### src/rtl/sh7604_bsc_lite.sv
// SH7604-style bus state controller: IDLE/T1/TW/T2 access sequencer with
// programmable wait states, 4-beat bursts and locked back-to-back transfers.
module sh7604_bsc_lite #(
    parameter int unsigned WAIT_CYC   = 1,
    parameter int unsigned BURST_WAIT = 0
) (
    input  logic        CLK,
    input  logic        RST_N,
    input  logic        CE_R,
    input  logic [31:0] DBUS_A,
    input  logic [31:0] DBUS_DO,
    input  logic [3:0]  DBUS_BA,
    input  logic        DBUS_WE,
    input  logic        DBUS_REQ,
    input  logic        DBUS_BURST,
    input  logic        DBUS_LOCK,
    output logic [31:0] DBUS_DI,
    output logic        DBUS_WAIT,
    output logic        BSC_ACK,
    output logic [26:0] MEM_A,
    output logic [31:0] MEM_DO,
    input  logic [31:0] MEM_DI,
    output logic [3:0]  MEM_BE,
    output logic        MEM_RD,
    output logic        MEM_WR,
    input  logic        MEM_RDY
);

    typedef enum logic [1:0] {IDLE, T1, TW, T2} state_t;

    localparam logic [2:0] WAIT_FIRST = 3'(WAIT_CYC);
    localparam logic [2:0] WAIT_BURST = 3'(BURST_WAIT);

    state_t      state_q, state_d;
    logic [26:0] addr_q, addr_d;
    logic [31:0] wdat_q, wdat_d;
    logic [31:0] rdat_q, rdat_d;
    logic [3:0]  be_q, be_d;
    logic        we_q, we_d;
    logic [2:0]  wcnt_q, wcnt_d;
    logic [1:0]  beat_q, beat_d;
    logic        burst_q, burst_d;

    logic [2:0]  wait_sel;
    logic [1:0]  beat_nx;
    logic        pending;
    logic        latch;
    logic        latch_first;
    logic        unused_addr_hi;

    assign unused_addr_hi = ^DBUS_A[31:27];

    always_comb begin
        state_d     = state_q;
        addr_d      = addr_q;
        wdat_d      = wdat_q;
        rdat_d      = rdat_q;
        be_d        = be_q;
        we_d        = we_q;
        wcnt_d      = wcnt_q;
        beat_d      = beat_q;
        burst_d     = burst_q;
        latch       = 1'b0;
        latch_first = 1'b0;
        wait_sel    = (beat_q == 2'd0) ? WAIT_FIRST : WAIT_BURST;
        // beat_nx wraps to 0 after the fourth beat, which ends the burst
        beat_nx     = burst_q ? beat_q + 2'd1 : 2'd0;
        pending     = burst_q && (beat_nx != 2'd0);

        unique case (state_q)
            IDLE: begin
                if (DBUS_REQ) begin
                    latch       = 1'b1;
                    latch_first = 1'b1;
                    state_d     = T1;
                end
            end
            T1: begin
                if (wait_sel != '0) begin
                    state_d = TW;
                    wcnt_d  = wait_sel - 3'd1;
                end else begin
                    wcnt_d  = '0;
                    state_d = MEM_RDY ? T2 : TW;
                end
            end
            TW: begin
                if (wcnt_q != '0) begin
                    wcnt_d = wcnt_q - 3'd1;
                end else if (MEM_RDY) begin
                    state_d = T2;
                end
            end
            T2: begin
                state_d = IDLE;
                beat_d  = '0;
                burst_d = 1'b0;
                if (DBUS_REQ && (DBUS_LOCK || pending)) begin
                    latch       = 1'b1;
                    latch_first = !pending;
                    state_d     = T1;
                    beat_d      = beat_nx;
                    burst_d     = pending;
                end
            end
            default: state_d = IDLE;
        endcase

        if (latch) begin
            addr_d = DBUS_A[26:0];
            wdat_d = DBUS_DO;
            be_d   = DBUS_BA;
            we_d   = DBUS_WE;
        end
        if (latch_first) begin
            burst_d = DBUS_BURST;
        end
        if ((state_d == T2) && (state_q != T2) && !we_q) begin
            rdat_d = MEM_DI;
        end
    end

    always_ff @(posedge CLK) begin
        if (!RST_N) begin
            state_q <= IDLE;
            addr_q  <= '0;
            wdat_q  <= '0;
            rdat_q  <= '0;
            be_q    <= '0;
            we_q    <= 1'b0;
            wcnt_q  <= '0;
            beat_q  <= '0;
            burst_q <= 1'b0;
        end else if (CE_R) begin
            state_q <= state_d;
            addr_q  <= addr_d;
            wdat_q  <= wdat_d;
            rdat_q  <= rdat_d;
            be_q    <= be_d;
            we_q    <= we_d;
            wcnt_q  <= wcnt_d;
            beat_q  <= beat_d;
            burst_q <= burst_d;
        end
    end

    assign DBUS_WAIT = DBUS_REQ && (state_q != T2);
    assign BSC_ACK   = (state_q == T2);
    assign MEM_RD    = !we_q && ((state_q == T1) || (state_q == TW));
    assign MEM_WR    = we_q && ((state_q == T1) || (state_q == TW));
    assign MEM_A     = addr_q;
    assign MEM_DO    = wdat_q;
    assign MEM_BE    = be_q;
    assign DBUS_DI   = rdat_q;

endmodule
### config.mk
export PLATFORM = sky130hd
export DESIGN_NAME = sh7604_bsc_lite
export DESIGN_NICKNAME = d
export VERILOG_FILES = /design/src/rtl/sh7604_bsc_lite.sv
export SDC_FILE = /design/constraint.sdc
export NUM_CORES = 1
export LEC_CHECK = 0
export BUFFER_PORTS_ARGS = -buffer_cell sky130_fd_sc_hd__buf_2
export CAP_MARGIN = 20
export CORE_AREA = 2 2 104 106
export CTS_BUF_LIST = sky130_fd_sc_hd__clkbuf_4 sky130_fd_sc_hd__clkbuf_8
export CTS_CLUSTER_DIAMETER = 120
export DETAILED_ROUTE_END_ITERATION = 10
export DIE_AREA = 0 0 106 108
export GPL_ROUTABILITY_DRIVEN = 1
export PLACE_DENSITY = 0.78
export SLEW_MARGIN = 40
export SYNTH_ARGS = -nofsm -noshare
export SYNTH_HDL_FRONTEND = slang
export SYNTH_SLANG_ARGS = --single-unit
### constraint.sdc
create_clock -name CLK -period 3.7 [get_ports CLK]
set_input_delay 0.555 -clock CLK [delete_from_list [all_inputs] [get_ports CLK]]
set_output_delay 0.555 -clock CLK [all_outputs]
set_load 0.1 [all_outputs]
# Yosys cells after proc, flatten, opt, wreduce, memory -nomap -nowiden
# Index checks and enable logic that the tools add are counted.
word_totals:
  regBits: 104
  in_bits: 108
  out_inout_bits: 99
  wordCells: 62
op_classes:
  add_sub_neg: 3
  eq_ne: 6
  n_mux: 21
  n_reduce_logical: 23
op_table:
  columns: ["cell", "count"]
  rows:
  - ["1-bit two-way mux", 10]
  - ["2-bit two-way mux", 5]
  - ["2-bit one-hot mux with 4 select lines", 1]
  - ["2-bit AND reduction", 4]
  - ["1-bit logical AND", 7]
  - ["2-bit == test, second input constant", 3]
  - ["3-bit two-way mux", 2]
  - ["3-bit one-hot mux with 2 select lines", 1]
  - ["2-bit nonzero test", 3]
  - ["3-bit nonzero test", 2]
  - ["2-bit zero test", 2]
  - ["2-bit != test, second input constant", 2]
  - ["1-bit one-hot mux with 2 select lines", 2]
  - ["3-bit AND reduction", 1]
  - ["3-bit by 1-bit subtractor with 3-bit output, second input constant", 1]
  - ["2-bit by 1-bit adder with 2-bit output, second input constant", 1]
  - ["2-bit by 1-bit == test with 1-bit output, second input constant", 1]
  - ["1-bit zero test", 2]
  - ["1-bit logical OR", 2]
  - ["1-bit by 1-bit subtractor with 2-bit output, second input constant", 1]

# Logic depth before layout (Yosys ltp)
logic_depth:
  word_depth: 12
  mapped_depth: 10
  ltp_nobuf: 8

# Worst setup path before layout
# Ideal clock, no wire load.
synth_path:
  kind: "register -> output"
  startpoint: "register state_q[0]"
  endpoint: "output port DBUS_WAIT"
  arrival_ns: 2.422
  t_required_ns: 3.145
  path_slack_ns: 0.723
  path_stages_with_launch: 3
  n_path_buf: 0
  path_cell_list: "dfxtp_1 -> ha_1 -> nor2b_1"
synth_via:
  elab_chain_len: 2
synth_rtl:
  columns: ["element", "line", "rtl"]
  rows:
  - ["from (decl)", "34", "state_t state_q, state_d;"]
  - ["from (signal assigned)", "135", "state_q <= state_d;"]
  - ["2-bit != test", "147", "assign DBUS_WAIT = DBUS_REQ && (state_q != T2);"]
  - ["1-bit logical AND", "147", null]
  - ["to (decl)", "18", "output logic DBUS_WAIT,"]
# Every way passes these cells.

# Worst setup path in the final report
layout_path:
  startpoint: "register beat_q[0]"
  endpoint: "register addr_q[16] (netlist: MEM_A[16])"
layout_via:
  elab_chain_len: 9
layout_rtl:
  columns: ["element", "line", "rtl"]
  rows:
  - ["from (decl)", "41", "logic [1:0] beat_q, beat_d;"]
  - ["from (signal assigned)", "142", "beat_q <= beat_d;"]
  - ["2-bit by 1-bit adder with 2-bit output", "67", "beat_nx = burst_q ? beat_q + 2'd1 : 2'd0;"]
  - ["2-bit two-way mux", "67", null]
  - ["2-bit nonzero test", "68", "pending = burst_q && (beat_nx != 2'd0);"]
  - ["1-bit logical AND", "68", null]
  - ["1-bit logical OR", "98", "if (DBUS_REQ && (DBUS_LOCK || pending)) begin"]
  - ["1-bit logical AND", "98", null]
  - ["1-bit two-way mux", "98", null]
  - ["1-bit one-hot mux with 2 select lines", "70", "unique case (state_q)"]
  - ["2-bit AND reduction (no line)", null, null]
  - ["to (signal assigned)", "136", "addr_q <= addr_d;"]
  - ["to (decl)", "35", "logic [26:0] addr_q, addr_d;"]
# Every way passes these cells.
# A chain may end at the register's enable or synchronous reset.

==> impl_metrics.csv <==
group,metric,value,unit
status,outcome,"completed",
floorplan,pin_count,207,
synthesis,syn_avg_cell_area,9.09,sq um
critical_path,slowest_stage,"and3_4",
final_layout,diodes,0,
critical_path,path_delay_family,"simple AND/OR/NAND/NOR gates",
global_route,grt_overflow,0,
floorplan,die_h,108,um
critical_path,cp.depth,8,
routing,wl,10600,um
synthesis,synth_nets,618,
critical_path,start_kind,"register",
synthesis,yosys.area.top_type,"dfxtp_1",
final_layout,drive_gt1_share,33.3,%
clocking,clk_path_buf_depth,2,
floorplan,initial_core_util,44.6,%
critical_path,reg2reg_depth,8,
worst_hold_path,hold_class,"in -> reg",
global_route,track_usage,18.3,%
routing,avgViaCountPerCell,4.82,
timing,setup_viol,0,
timing,finalCritPeriodShare,64.3,%
clocking,cts_sinks,104,
floorplan,core.rowCount,37,
routing,via_count,3966,
timing,timing.setup.tns,0,ps
synthesis,synth_cells,502,
synthesis,syn_area,0.00456,sq mm
critical_path,cp.required,3970,ps
global_route,grt_first_pass_wirelength,17200,um
timing,skew,12.2,ps
timing,min_period,2380,ps
critical_path,worst-endpoint-arrival,2650,ps
power_and_ir_drop,peakVddDrop,0.244,mV
routing,drtIter0Drc,263,
placed_design,gp_congestion,0.785,
timing,drv_slew,0,
critical_path,crit_fanout,34,
power_and_ir_drop,leakagePower,2.65,nW
synthesis,synth.top_cell.area_share,45.6,%
timing,fin_ws,1320,ps
critical_path,cpPeakStageDelay,620,ps
routing,drtPass1Iterations,4,
flow_run,cap_violations,0,
clocking,numCtsBuffers,9,
critical_path,path_cells,"inv_1, ha_1, nand2b_2, a21oi_2, o21ai_1, and3_4, buf_12, mux2i_1",
synthesis,synth_xor_area_share,0,%
clocking,post_cts.repair.setup_buffers,0,
floorplan,coreArea,0.0102,sq mm
synthesis,synth_compound_area_share,3.26,%
placed_design,dp.final_hpwl,7790,um
timing,timing.slew.headroom,57.9,%
clocking,htree_num_levels,3,
synthesis,synthSimpleGateAreaFrac,20.3,%
timing,tightestPinTransition,631,ps
clocking,cts_tree,"done",
clocking,cts.reportedPaths.clkPinSlew,110,ps
global_route,grt_pass1_vias,3961,
floorplan,die_x,106,um
synthesis,synth_seq_cells,104,
clocking,post_cts_resized,0,
critical_path,path_class,"reg -> reg",
synthesis,yosysUniqueCellTypes,32,
clocking,clock_latency,350,ps
timing,rsz0062_at_grt,"false",
placed_design,preCtsSetupSlack,1350,ps
timing,fmax,420,MHz
global_route,grt_max_degree,105,
floorplan,die_area,0.0114,sq mm
final_layout,nets,798,
clocking,cts_hold_buf,0,
power_and_ir_drop,power-per-cell-area,456,mW/mm^2
worst_hold_path,whs_path_depth,3,
clocking,cts_root_buf,"clkbuf_8",
synthesis,synth_fa_ha_area_share,2.19,%
placed_design,port_buffers,201,
routing,drt-wirelength-per-cell,12.9,um
synthesis,synth_top_family_by_area,"multiplexers",
synthesis,yosys_warnings,0,
timing,hold_viol,0,
synthesis,muxShareOfSynthArea,21.1,%
critical_path,crit_buf_inv,2,
routing,ant_nets,0,
routing,drc_errors,0,
synthesis,yosysSeqAreaShare,45.6,%
synthesis,synth_area_leaders,"dfxtp_1 46%, mux2i_1 21%, nand2_1 17%",
critical_path,endpoint_kind,"register",
final_layout,area_growth,24.3,%
global_route,antenna_found_initial,0,
-- routing by layer --
metal	part of all wire [%]	vias to the layer above	GRT usage, %
li1	-	1985	-
met1	42	1835	20.9
met2	50	128	33.8
met3	5.4	18	3.92
met4	1.8	0	6.11
met5	0	-	0
-- power breakdown --
part           total [mW]  leakage, nW  internal, mW  switching, mW
combinational       0.705         1.71         0.158          0.547
clock               0.680       0.0956         0.275          0.406
sequential           1.20        0.844          1.17         0.0279
total                2.59         2.65          1.61          0.981
-- final cells by class --
| class | count | area (sq um) |
|---|---|---|
| clock buffers | 10 | 138 |
| clock inverters | 6 | 50.0 |
| fillers | 946 | 4560 |
| inverters | 11 | 41.3 |
| multi-input cells | 352 | 2140 |
| flip-flops and latches | 104 | 2080 |
| well taps | 136 | 170 |
| repair buffers | 204 | 1060 |
-- final timing paths --
check / startpoint / endpoint / slack (ps)
worst max-delay path: beat_q[0]$_SDFFE_PN0P_ / MEM_A[16]$_SDFFE_PN0P_ / 1320
worst min-delay path: DBUS_DO[24] / MEM_DO[24]$_SDFFE_PN0P_ / 430
worst max register to register: beat_q[0]$_SDFFE_PN0P_ / MEM_A[16]$_SDFFE_PN0P_ / 1320
worst min register to register: MEM_A[4]$_SDFFE_PN0P_ / MEM_A[4]$_SDFFE_PN0P_ / 460
-- cell usage in the layout (no fill, tap or decap), types with 2 or more instances in the layout --
| cell type | count |
|---|---|
| inv_6 | 3 |
| and3_4 | 2 |
| and4bb_2 | 2 |
| buf_4 | 2 |
| dfxtp_1 | 104 |
| nor2_1 | 6 |
| nor2b_1 | 6 |
| buf_12 | 2 |
| inv_1 | 11 |
| and2_1 | 2 |
| a21oi_2 | 2 |
| o21ai_1 | 2 |
| a21oi_1 | 8 |
| nand2b_1 | 2 |
| buf_2 | 200 |
| nand2_1 | 201 |
| mux2i_1 | 96 |
| nor3_1 | 2 |
| ha_1 | 8 |
| clkbuf_8 | 10 |
-- tightest hold or removal path, cell delays in order --
cell     delay [ps]
buf_2            90
nand2_1          40
mux2i_1          50
-- cell families after synthesis --
group | count (synthesis)
AND/OR/NAND/NOR | 227
buffers and inverters | 46
multiplexers | 96
AO/OA/AOI/OAI | 21
adder cells (fa/ha/maj) | 8
flip-flops | 104
-- sequential cells by signal, summed over array words and instances (netlist names) --
signal / cells
DBUS_DI: 32
MEM_DO: 32
MEM_A: 27
MEM_BE: 4
wcnt_q: 3
beat_q: 2
state_q: 2
burst_q: 1
we_q: 1
-- cell usage after synthesis, drive strengths merged --
master,number
a21oi,10
a22oi,1
a31oi,1
and2,2
and3,2
and4bb,2
buf,12
clkbuf,23
dfxtp,104
ha,8
inv,11
mux2i,96
nand2,201
nand2b,3
nand3,1
nand3b,1
nor2,6
nor2b,6
nor3,2
nor4b,1
o2111a,1
o2111ai,1
o211a,1
o21a,1
o21ai,3
o221ai,1
o311a,1
-- per-stage QoR --
| step | cells | hold WS (ps) | instance area (sq um) | utilization, % | power (mW) |
|---|---|---|---|---|---|
| floorplan | 502 | 457 | 4560 | - | 1.82 |
| global placement | 807 | 439 | 5490 | 53.6 | 1.92 |
| detailed placement | 807 | 446 | 5490 | 53.6 | 1.93 |
| CTS | 823 | 413 | 5670 | 55.5 | 2.62 |
| global route | 823 | 401 | 5670 | 55.5 | 2.71 |
| finish | 823 | 431 | 5670 | 55.5 | 2.59 |
Note: power is estimated with default switching activity, not from simulation.
